==> config.mk <==
export PLATFORM = sky130hd
export DESIGN_NAME = a2d_spi_resp
export DESIGN_NICKNAME = d
export VERILOG_FILES = /design/src/rtl/a2d_spi_resp.sv
export SDC_FILE = /design/constraint.sdc
export NUM_CORES = 1
export LEC_CHECK = 0
export BUFFER_PORTS_ARGS = -buffer_cell sky130_fd_sc_hd__buf_4
export CORE_UTILIZATION = 55
export DETAILED_ROUTE_END_ITERATION = 10
export HOLD_SLACK_MARGIN = 0.08
export PLACE_DENSITY_LB_ADDON = 0.1
export SYNTH_ARGS = -nofsm -noshare
export SYNTH_HDL_FRONTEND = slang
export SYNTH_SLANG_ARGS = --single-unit
==> constraint.sdc <==
create_clock -name clk -period 1.9 [get_ports clk]
set_input_delay 0.38 -clock clk [delete_from_list [all_inputs] [get_ports clk]]
set_output_delay 0.38 -clock clk [all_outputs]
set_load 0.005 [all_outputs]
==> src/rtl/a2d_spi_resp.sv <==
// SPI mode-0 responder standing in for an 8-channel 12-bit serial ADC.
// Latches the channel field of each frame and returns that channel's sample in the following frame.
module a2d_spi_resp #(
    parameter int FRAME_BITS = 16,
    parameter int DATA_BITS  = 12,
    parameter int CH_LSB     = 11
) (
    input  logic                 clk,
    input  logic                 rst_n,
    input  logic                 SS_n,
    input  logic                 SCLK,
    input  logic                 MOSI,
    output logic                 MISO,
    input  logic [DATA_BITS-1:0] ch_data,
    output logic [2:0]           chnnl,
    output logic                 frame_cmplt,
    output logic                 frame_err,
    output logic [15:0]          frame_cnt
);

    localparam int CNT_W = 5;

    typedef enum logic [1:0] {
        IDLE,
        SHIFT,
        DONE
    } state_t;

    state_t                  state;
    logic [2:0]              ss_sync;
    logic [2:0]              sclk_sync;
    logic [2:0]              mosi_sync;
    logic [FRAME_BITS-1:0]   tx_shift;
    logic [FRAME_BITS-1:0]   rx_shift;
    logic [CNT_W-1:0]        bit_cnt;
    logic                    start_pend;

    logic ss_fall, ss_rise, sclk_rise, sclk_fall;

    // [1:0] are the synchronizer stages, [2] is the edge-detect history
    always_ff @(posedge clk or negedge rst_n) begin
        if (!rst_n) begin
            ss_sync   <= '1;
            sclk_sync <= '0;
            mosi_sync <= '0;
        end else begin
            ss_sync   <= {ss_sync[1:0], SS_n};
            sclk_sync <= {sclk_sync[1:0], SCLK};
            mosi_sync <= {mosi_sync[1:0], MOSI};
        end
    end

    always_comb begin
        ss_fall   = ss_sync[2] & ~ss_sync[1];
        ss_rise   = ~ss_sync[2] & ss_sync[1];
        sclk_rise = ~sclk_sync[2] & sclk_sync[1];
        sclk_fall = sclk_sync[2] & ~sclk_sync[1];
    end

    always_ff @(posedge clk or negedge rst_n) begin
        if (!rst_n) begin
            state       <= IDLE;
            tx_shift    <= '0;
            rx_shift    <= '0;
            bit_cnt     <= '0;
            start_pend  <= 1'b0;
            MISO        <= 1'b0;
            chnnl       <= '0;
            frame_cmplt <= 1'b0;
            frame_err   <= 1'b0;
            frame_cnt   <= '0;
        end else begin
            frame_cmplt <= 1'b0;
            frame_err   <= 1'b0;
            case (state)
                IDLE: begin
                    MISO <= 1'b0;
                    if (ss_fall || start_pend) begin
                        tx_shift   <= {{(FRAME_BITS-DATA_BITS){1'b0}}, ch_data};
                        bit_cnt    <= '0;
                        start_pend <= 1'b0;
                        state      <= SHIFT;
                    end
                end
                SHIFT: begin
                    if (sclk_rise) begin
                        rx_shift <= {rx_shift[FRAME_BITS-2:0], mosi_sync[2]};
                        if (bit_cnt != '1)
                            bit_cnt <= bit_cnt + 1'b1;
                    end
                    // A fall before any rise is an idle-high glitch, not a data edge
                    if (sclk_fall && bit_cnt != '0) begin
                        tx_shift <= {tx_shift[FRAME_BITS-2:0], 1'b0};
                        MISO     <= tx_shift[FRAME_BITS-2];
                    end
                    if (ss_rise) begin
                        MISO  <= 1'b0;
                        state <= DONE;
                    end
                end
                DONE: begin
                    // A fall seen here would be lost as an edge pulse; hold it for IDLE
                    start_pend <= ss_fall;
                    state      <= IDLE;
                    if (bit_cnt == CNT_W'(FRAME_BITS)) begin
                        chnnl       <= rx_shift[CH_LSB+2:CH_LSB];
                        frame_cmplt <= 1'b1;
                        frame_cnt   <= frame_cnt + 1'b1;
                    end else begin
                        frame_err <= 1'b1;
                    end
                end
                default: state <= IDLE;
            endcase
        end
    end

endmodule

==> results.json, run 1 <==
{
  "routedWlPerCell_um": 13.20,
  "grt_pass1_vias": 1855,
  "htreeDepth": 3,
  "mostFrequentLayoutCell": "nand2_1",
  "path_max_fanout": 4,
  "slew_violations": 0,
  "synth_warnings": 0,
  "crit_type": "reg -> reg",
  "holdWs_ps": 144.7,
  "fin_setup_tns_ps": 0,
  "hold_path.class": "in -> reg",
  "yosys.area.top_type": "dfrtp_1",
  "p_leak_nw": 1.688,
  "syn_avg_cell_area_um2": 11.31,
  "drive_gt1_frac": 0.2353,
  "finalPower_mw": 3.456,
  "synthFlopType": "dfrtp_1",
  "die_y_um": 73.56,
  "detail-route-antenna-nets": 0,
  "cts_tree": "done",
  "drt_iter0_markers": 73,
  "dr.pass1.iters": 4,
  "synthCells": 249,
  "ctsResizeCount": 0,
  "cts_sinks": 68,
  "core_region_area_mm2": 0.004817,
  "rsz0062_at_grt": "no",
  "cts_made_buffers": 9,
  "crit_required_ps": 2120,
  "finalCriticalPeriod_ps": 1722,
  "io_pins": 39,
  "synth_edf_count": 0,
  "chipWidth_um": 73.56,
  "finalHoldViolCount": 0,
  "antenna_found_initial": 0,
  "track_usage": 0.2152,
  "nets": 322,
  "fmax_mhz": 580.7,
  "setup_viol": 0,
  "synth_area_leaders": "dfrtp_1 58%, nand2_1 8.8%, o22a_1 3.1%",
  "io_buffers": 38,
  "cp-start-kind": "flip-flop",
  "seq_area_frac_synth": 0.6055,
  "period_share": 0.9063,
  "antennaDiodeCount": 0,
  "crit_arrival_ps": 1950,
  "overflow": 0,
  "critical_path.max_stage_delay_ps": 420,
  "pre_cts_ws_ps": 189.5,
  "initial_core_util": 0.5847,
  "timing.critical_path.buf_inv": 0,
  "nFillCells": 387,
  "cap_violations": 0,
  "outcome": "finished, final reports clean",
  "drcViolationCount": 0,
  "gp_congestion": 0.7763,
  "fp.dieArea_mm2": 0.005411,
  "ir_worst_vdd_v": 0.0005902,
  "grt_max_degree": 43,
  "crit_chain": "ha_1, and3_1, ha_1, nor2_1, nor2_1, mux2_2",
  "async_flop_share": 1.000,
  "rows": 25,
  "dp_hpwl_um": 3476,
  "mostFrequentLayoutCells": "66 x nand2_1, 65 x dfrtp_1, 45 x buf_4, 11 x nand3_1, 11 x o21a_1",
  "ctsHoldBuffers": 1,
  "vias": 1963,
  "clk_pin_slew_ps": 70,
  "via_per_inst": 5.263,
  "worst_pin_slew_ps": 512.4,
  "crit_family": "simple AND/OR/NAND/NOR gates",
  "clock_tree.root_cell": "clkbuf_8",
  "yosysTopAreaCellShare": 0.5775,
  "area_delta_synth_final_pct": 19.95,
  "power.density_mw_per_mm2": 1023,
  "worstSetupEndpointType": "flip-flop",
  "layout_setup_ws_ps": 178.0,
  "syn_nets": 270,
  "grt_pass1_wl_um": 8487,
  "synth_area_mm2": 0.002816,
  "multiInputGateArea_mm2": 0.001050,
  "clk_latency_ps": 340,
  "cp_slowest_cell": "dfrtp_1",
  "clockBufferDepth": 2,
  "regArea_mm2": 0.001705,
  "finalClockSkew_ps": 8.209,
  "ys_ff_latch": 68,
  "yosysUniqueCellTypes": 40,
  "post_cts_buffers": 0,
  "drt_wl_total_um": 4925,
  "relSlewSlack": 0.6584
}
==> metal layers <==
layer | global-route usage | wire length, um
met2 | 0.3344 | 2287
met3 | 0.05898 | 219
met1 | 0.2806 | 2317
met4 | 0.1026 | 102
met5 | 0 | 0
==> per-stage QoR <==
stage	util	instances	instance area [um^2]
after floorplan	-	249	2816
after global placement	0.6642	356	3199
after detailed placement	0.6642	356	3199
after CTS	0.7013	373	3378
after global routing	0.7013	373	3378
final	0.7013	373	3378
==> path summary, 6_finish.rpt <==
check                      depth (start not counted)          from  slack [ps]            end
setup / recovery                                   6    bit_cnt[0]         180     bit_cnt[0]
hold / removal                                     1          SCLK         140   sclk_sync[0]
setup reg to reg                                   6    bit_cnt[0]         180     bit_cnt[0]
hold reg to reg                                    0  sclk_sync[0]         350   sclk_sync[1]
max in group asynchronous                          3         rst_n         730    tx_shift[9]
min in group asynchronous                          2         rst_n         550  frame_cnt[12]
==> area by class of cell <==
cell class / instances / area share
Sequential cell: 68 / 0.5048
Multi-Input combinational cell: 170 / 0.3107
Timing Repair Buffer: 46 / 0.1030
Clock buffer: 11 / 0.04185
Tap cell: 67 / 0.02481
Clock inverter: 5 / 0.008148
Inverter: 6 / 0.006667
==> cell usage after synthesis, drive strengths merged (3+ instances only) <==
| library cell | n |
|---|---|
| nand2 | 69 |
| dfrtp | 65 |
| nand3 | 12 |
| o21a | 11 |
| o22a | 10 |
| xnor2 | 10 |
| nor2 | 8 |
| xor2 | 7 |
| inv | 6 |
| nor3 | 5 |
| ha | 4 |
| nand2b | 4 |
| a22o | 3 |
| and3 | 3 |
| clkbuf | 3 |
| dfstp | 3 |
| nand4 | 3 |
==> where the power goes <==
group | switching (mW) | internal, mW | total, mW
logic | 0.292 | 0.291 | 0.584
clock network | 0.527 | 0.500 | 1.03
registers | 0.153 | 1.69 | 1.85
total | 0.972 | 2.48 | 3.46
==> worst reg2reg max path, stage by stage, from the launching register on <==
cell,delay (ps)
dfrtp_1,420
ha_1,220
and3_1,180
ha_1,210
nor2_1,220
nor2_1,100
mux2_2,270
==> sequential cells by signal (all words and copies together), names as in the netlist <==
| name | cells |
|---|---|
| chnnl | 3 |
| frame_cmplt | 1 |
| MISO | 1 |
| frame_cnt | 16 |
| state | 2 |
| mosi_sync | 3 |
| frame_err | 1 |
| sclk_sync | 3 |
| rx_shift | 14 |
| bit_cnt | 5 |
| start_pend | 1 |
| ss_sync | 3 |
| tx_shift | 15 |
==> cells by family after synthesis <==
group                    after synthesis  share of synthesized area
flip-flops                            68                     0.6055
XOR/XNOR                              17                    0.05286
AO/OA/AOI/OAI                         29                    0.08041
buffers and inverters                 11                    0.02177
AND/OR/NAND/NOR                      119                     0.2177
multiplexers                           1                   0.003998
adder cells (fa/ha/maj)                4                    0.01777
No activity file was read; power rests on OpenSTA's default activity.
==> run 2: changes to the inputs <==
CORE_MARGIN = 3   (was default)
==> results.json, run 2 (synthesis results as in run 1) <==
{
  "gp_congestion": 0.7711,
  "clockBufferDepth": 2,
  "cap_violations": 0,
  "path_common_cell": "ha_1",
  "nets": 320,
  "final_core_util": 0.7001,
  "die_y_um": 77.56,
  "crit_arrival_ps": 1920,
  "relSlewSlack": 0.6757,
  "worstSetupEndpointType": "flip-flop",
  "io_buffers": 38,
  "core_region_area_mm2": 0.004848,
  "cts_tree": "done",
  "power.density_mw_per_mm2": 1035,
  "mostFrequentLayoutCells": "66 x nand2_1, 65 x dfrtp_1, 42 x buf_4, 11 x nand3_1, 11 x o21a_1",
  "finalCriticalPeriod_ps": 1709,
  "crit_required_ps": 2110,
  "outcome": "finished, final reports clean",
  "finalHoldViolCount": 0,
  "top_register": "frame_cnt",
  "clk_pin_slew_ps": 60,
  "grt_max_degree": 39,
  "largest_reg_flops": 16,
  "chipWidth_um": 77.56,
  "drive_gt1_frac": 0.2270,
  "path_max_fanout": 4,
  "clk_latency_ps": 330,
  "cp_slowest_cell": "dfrtp_1",
  "cp-start-kind": "flip-flop",
  "htreeDepth": 3,
  "overflow": 0,
  "initial_core_util": 0.5809,
  "cts_sinks": 68,
  "period_share": 0.8996,
  "via_per_inst": 5.210,
  "cts_made_buffers": 9,
  "dr.pass1.iters": 4,
  "p_leak_nw": 1.686,
  "critical_path.max_stage_delay_ps": 420,
  "detail-route-antenna-nets": 0,
  "fin_cells": 371,
  "clock_tree.root_cell": "clkbuf_8",
  "drt_iter0_markers": 97,
  "hold_path.class": "in -> reg",
  "track_usage": 0.1813,
  "rows": 25,
  "fmax_mhz": 585.1,
  "timing.critical_path.buf_inv": 0,
  "top_regs": "frame_cnt (16), tx_shift (15), rx_shift (14)",
  "setup_viol": 0,
  "antenna_found_initial": 0,
  "dp_hpwl_um": 3435,
  "worst_pin_slew_ps": 486.5,
  "slew_violations": 0,
  "finalPower_mw": 3.513,
  "fp.dieArea_mm2": 0.006016,
  "area_delta_synth_final_pct": 20.52,
  "rsz0062_at_grt": "no",
  "drt_wl_total_um": 4909,
  "grt_pass1_wl_um": 8556,
  "ir_worst_vdd_v": 0.0007715,
  "io_pins": 39,
  "multiInputGateArea_mm2": 0.001059,
  "drcViolationCount": 0,
  "nFillCells": 390,
  "finalClockSkew_ps": 7.349,
  "fin_setup_tns_ps": 0,
  "vias": 1933,
  "crit_chain": "ha_1, and3_1, ha_1, nor2_2, nor2_1, mux2_2",
  "regArea_mm2": 0.001705,
  "crit_family": "simple AND/OR/NAND/NOR gates",
  "grt_pass1_vias": 1898,
  "mostFrequentLayoutCell": "nand2_1",
  "crit_type": "reg -> reg",
  "dp_cells": 354,
  "routedWlPerCell_um": 13.23,
  "antennaDiodeCount": 0
}
run 2: final timing paths:
check | endpoint | slack (ps) | from | cells past startpoint
worst min register to register | mosi_sync[1] | 350 | mosi_sync[0] | 0
worst max register to register | bit_cnt[0] | 190 | bit_cnt[0] | 6
max in group asynchronous | rx_shift[13] | 820 | rst_n | 3
worst max-delay path | bit_cnt[0] | 190 | bit_cnt[0] | 6
min in group asynchronous | tx_shift[4] | 550 | rst_n | 2
worst min-delay path | sclk_sync[0] | 150 | SCLK | 1
run 2: area by class of cell:
| type | instances | share of cell area |
|---|---|---|
| Clock buffer | 13 | 0.04091 |
| Multi-Input combinational cell | 170 | 0.3118 |
| Tap cell | 67 | 0.02470 |
| Sequential cell | 68 | 0.5024 |
| Timing Repair Buffer | 44 | 0.1017 |
| Clock inverter | 3 | 0.01180 |
| Inverter | 6 | 0.006635 |
run 2: per-layer routing:
metal	track usage	part of all wire	up-vias
li1	-	-	946
met1	0.2274	0.46	943
met2	0.2902	0.48	31
met3	0.03828	0.030	13
met4	0.1068	0.025	0
met5	0	0	-
run 2: per-stage QoR:
step                cell area, um^2  hold WS [ps]  worst slack [ps]
floorplan                      2816         84.41             235.8
global placement               3197         335.3             212.8
detailed placement             3197         338.9             123.4
CTS                            3386         136.7             121.3
global route                   3395         139.1             48.05
finish                         3395         154.5             190.8
run 2: power breakdown:
| group | switching (mW) | total [mW] | internal, mW |
|---|---|---|---|
| clock network | 0.486 | 1.09 | 0.604 |
| registers | 0.154 | 1.85 | 1.69 |
| logic | 0.289 | 0.576 | 0.287 |
run 2: repair_timing:
item                                    CTS  global route
hold buffers                              1             0
hold endpoints to repair                 33             0
setup buffers                             0             0
resized for setup                         0             2
endpoints found under the setup margin    0             2
==> run 3: changes to the inputs <==
RECOVER_POWER = 25   (was default)
==> results.json, run 3 (synthesis results as in run 1) <==
{
  "outcome": "finished, final reports clean",
  "grt_pass1_vias": 1898,
  "dp_cells": 354,
  "htreeDepth": 3,
  "fin_cells": 371,
  "cts_made_buffers": 9,
  "clock_tree.root_cell": "clkbuf_8",
  "overflow": 0,
  "cts_tree": "done",
  "mostFrequentLayoutCells": "66 x nand2_1, 65 x dfrtp_1, 38 x buf_4, 11 x nand3_1, 11 x o21a_1",
  "setup_viol": 0,
  "dr.pass1.iters": 4,
  "core_region_area_mm2": 0.004848,
  "grt_pass1_wl_um": 8556,
  "detail-route-antenna-nets": 0,
  "post_cts_buffers": 0,
  "io_buffers": 38,
  "crit_type": "reg -> reg",
  "finalClockSkew_ps": 7.357,
  "p_leak_nw": 1.684,
  "slew_violations": 0,
  "routedWlPerCell_um": 13.21,
  "crit_arrival_ps": 1920,
  "fin_setup_tns_ps": 0,
  "finalHoldViolCount": 0,
  "worstSetupEndpointType": "flip-flop",
  "rows": 25,
  "dpl_cell_area_mm2": 0.003197,
  "antenna_found_initial": 0,
  "drt_iter0_markers": 101,
  "chipWidth_um": 77.56,
  "final_area_mm2": 0.003392,
  "clockBufferDepth": 2,
  "antennaDiodeCount": 0,
  "cap_violations": 0,
  "track_usage": 0.1813,
  "drcViolationCount": 0,
  "top_register": "frame_cnt",
  "mostFrequentLayoutCell": "nand2_1",
  "ir_worst_vdd_v": 0.0007739,
  "crit_required_ps": 2120,
  "die_y_um": 77.56,
  "rsz0062_at_grt": "no",
  "power.density_mw_per_mm2": 1035,
  "cp-start-kind": "flip-flop",
  "gp_congestion": 0.7711,
  "area_delta_synth_final_pct": 20.44,
  "path_max_fanout": 4,
  "period_share": 0.8995,
  "dp_hpwl_um": 3435,
  "nets": 320,
  "hold_path.class": "in -> reg",
  "via_per_inst": 5.235,
  "grt_max_degree": 39,
  "vias": 1942,
  "finalCriticalPeriod_ps": 1709,
  "io_pins": 39,
  "top_regs": "frame_cnt (16), tx_shift (15), rx_shift (14)",
  "relSlewSlack": 0.3717,
  "clk_pin_slew_ps": 60,
  "initial_core_util": 0.5809,
  "largest_reg_flops": 16,
  "drive_gt1_frac": 0.2237,
  "clk_latency_ps": 330,
  "drt_wl_total_um": 4900,
  "fp.dieArea_mm2": 0.006016,
  "worst_pin_slew_ps": 942.5,
  "cts_sinks": 68,
  "fmax_mhz": 585.1
}
run 3: cell count changes in the layout (fill, tap and decap cells not counted):
cell,before,now
dfstp_1,0,1
buf_4,42,38
clkbuf_4,0,3
dfstp_2,3,2
clkbuf_2,0,1
run 3: cell type report:
class                      instances  area, um^2
clock buffer                      13       138.9
clock inverter                     3       40.04
fill                             391        1456
inverter                           6       22.52
multi-input combinational        170        1059
sequential                        68        1705
tap                               67       83.83
timing repair buffer              44       342.8
run 3: through the flow:
step | hold slack, ps | power, mW | worst slack [ps] | utilization
2_1_floorplan | 84.41 | 2.278 | 235.8 | -
3_3_place_gp | 335.3 | 2.420 | 212.8 | 0.6594
3_5_place_dp | 338.9 | 2.453 | 123.4 | 0.6594
4_1_cts | 136.7 | 3.557 | 121.3 | 0.6983
5_1_grt | 140.7 | 3.704 | 48.05 | 0.6996
6_report | 156.0 | 3.512 | 190.9 | 0.6996
run 3: layer usage:
metal	up-vias	share of wire	GRT usage	routed length, um
met5	-	0	0	0
met4	0	0.026	0.1068	126
met3	11	0.029	0.03828	144
met2	30	0.49	0.2902	2403
met1	954	0.45	0.2274	2226
li1	947	-	-	-
run 3: final timing paths:
| path | from | to | slack [ps] | depth (start not counted) |
|---|---|---|---|---|
| max in group asynchronous | rst_n | rx_shift[13] | 480 | 3 |
| worst min register to register | mosi_sync[0] | mosi_sync[1] | 350 | 0 |
| worst max register to register | bit_cnt[0] | bit_cnt[0] | 190 | 6 |
| worst min-delay path | SS_n | ss_sync[0] | 160 | 1 |
| worst max-delay path | bit_cnt[0] | bit_cnt[0] | 190 | 6 |
| min in group asynchronous | rst_n | tx_shift[4] | 720 | 2 |
run 3: power breakdown:
group,switching [mW],internal [mW]
registers,0.154,1.69
clock network,0.487,0.604
logic,0.288,0.286
total,0.928,2.58
run 3: what timing repair did:
item	4_1_cts	5_1_grt
endpoints found under the setup margin	0	2
gates resized for setup	0	2
hold buffers	1	0
endpoints found under the hold margin	33	0
run 3: critical path, cell delays in order (launching register included):
cell	delay (ps)
dfrtp_1	420
ha_1	230
and3_1	180
ha_1	210
nor2_2	180
nor2_1	100
mux2_2	270
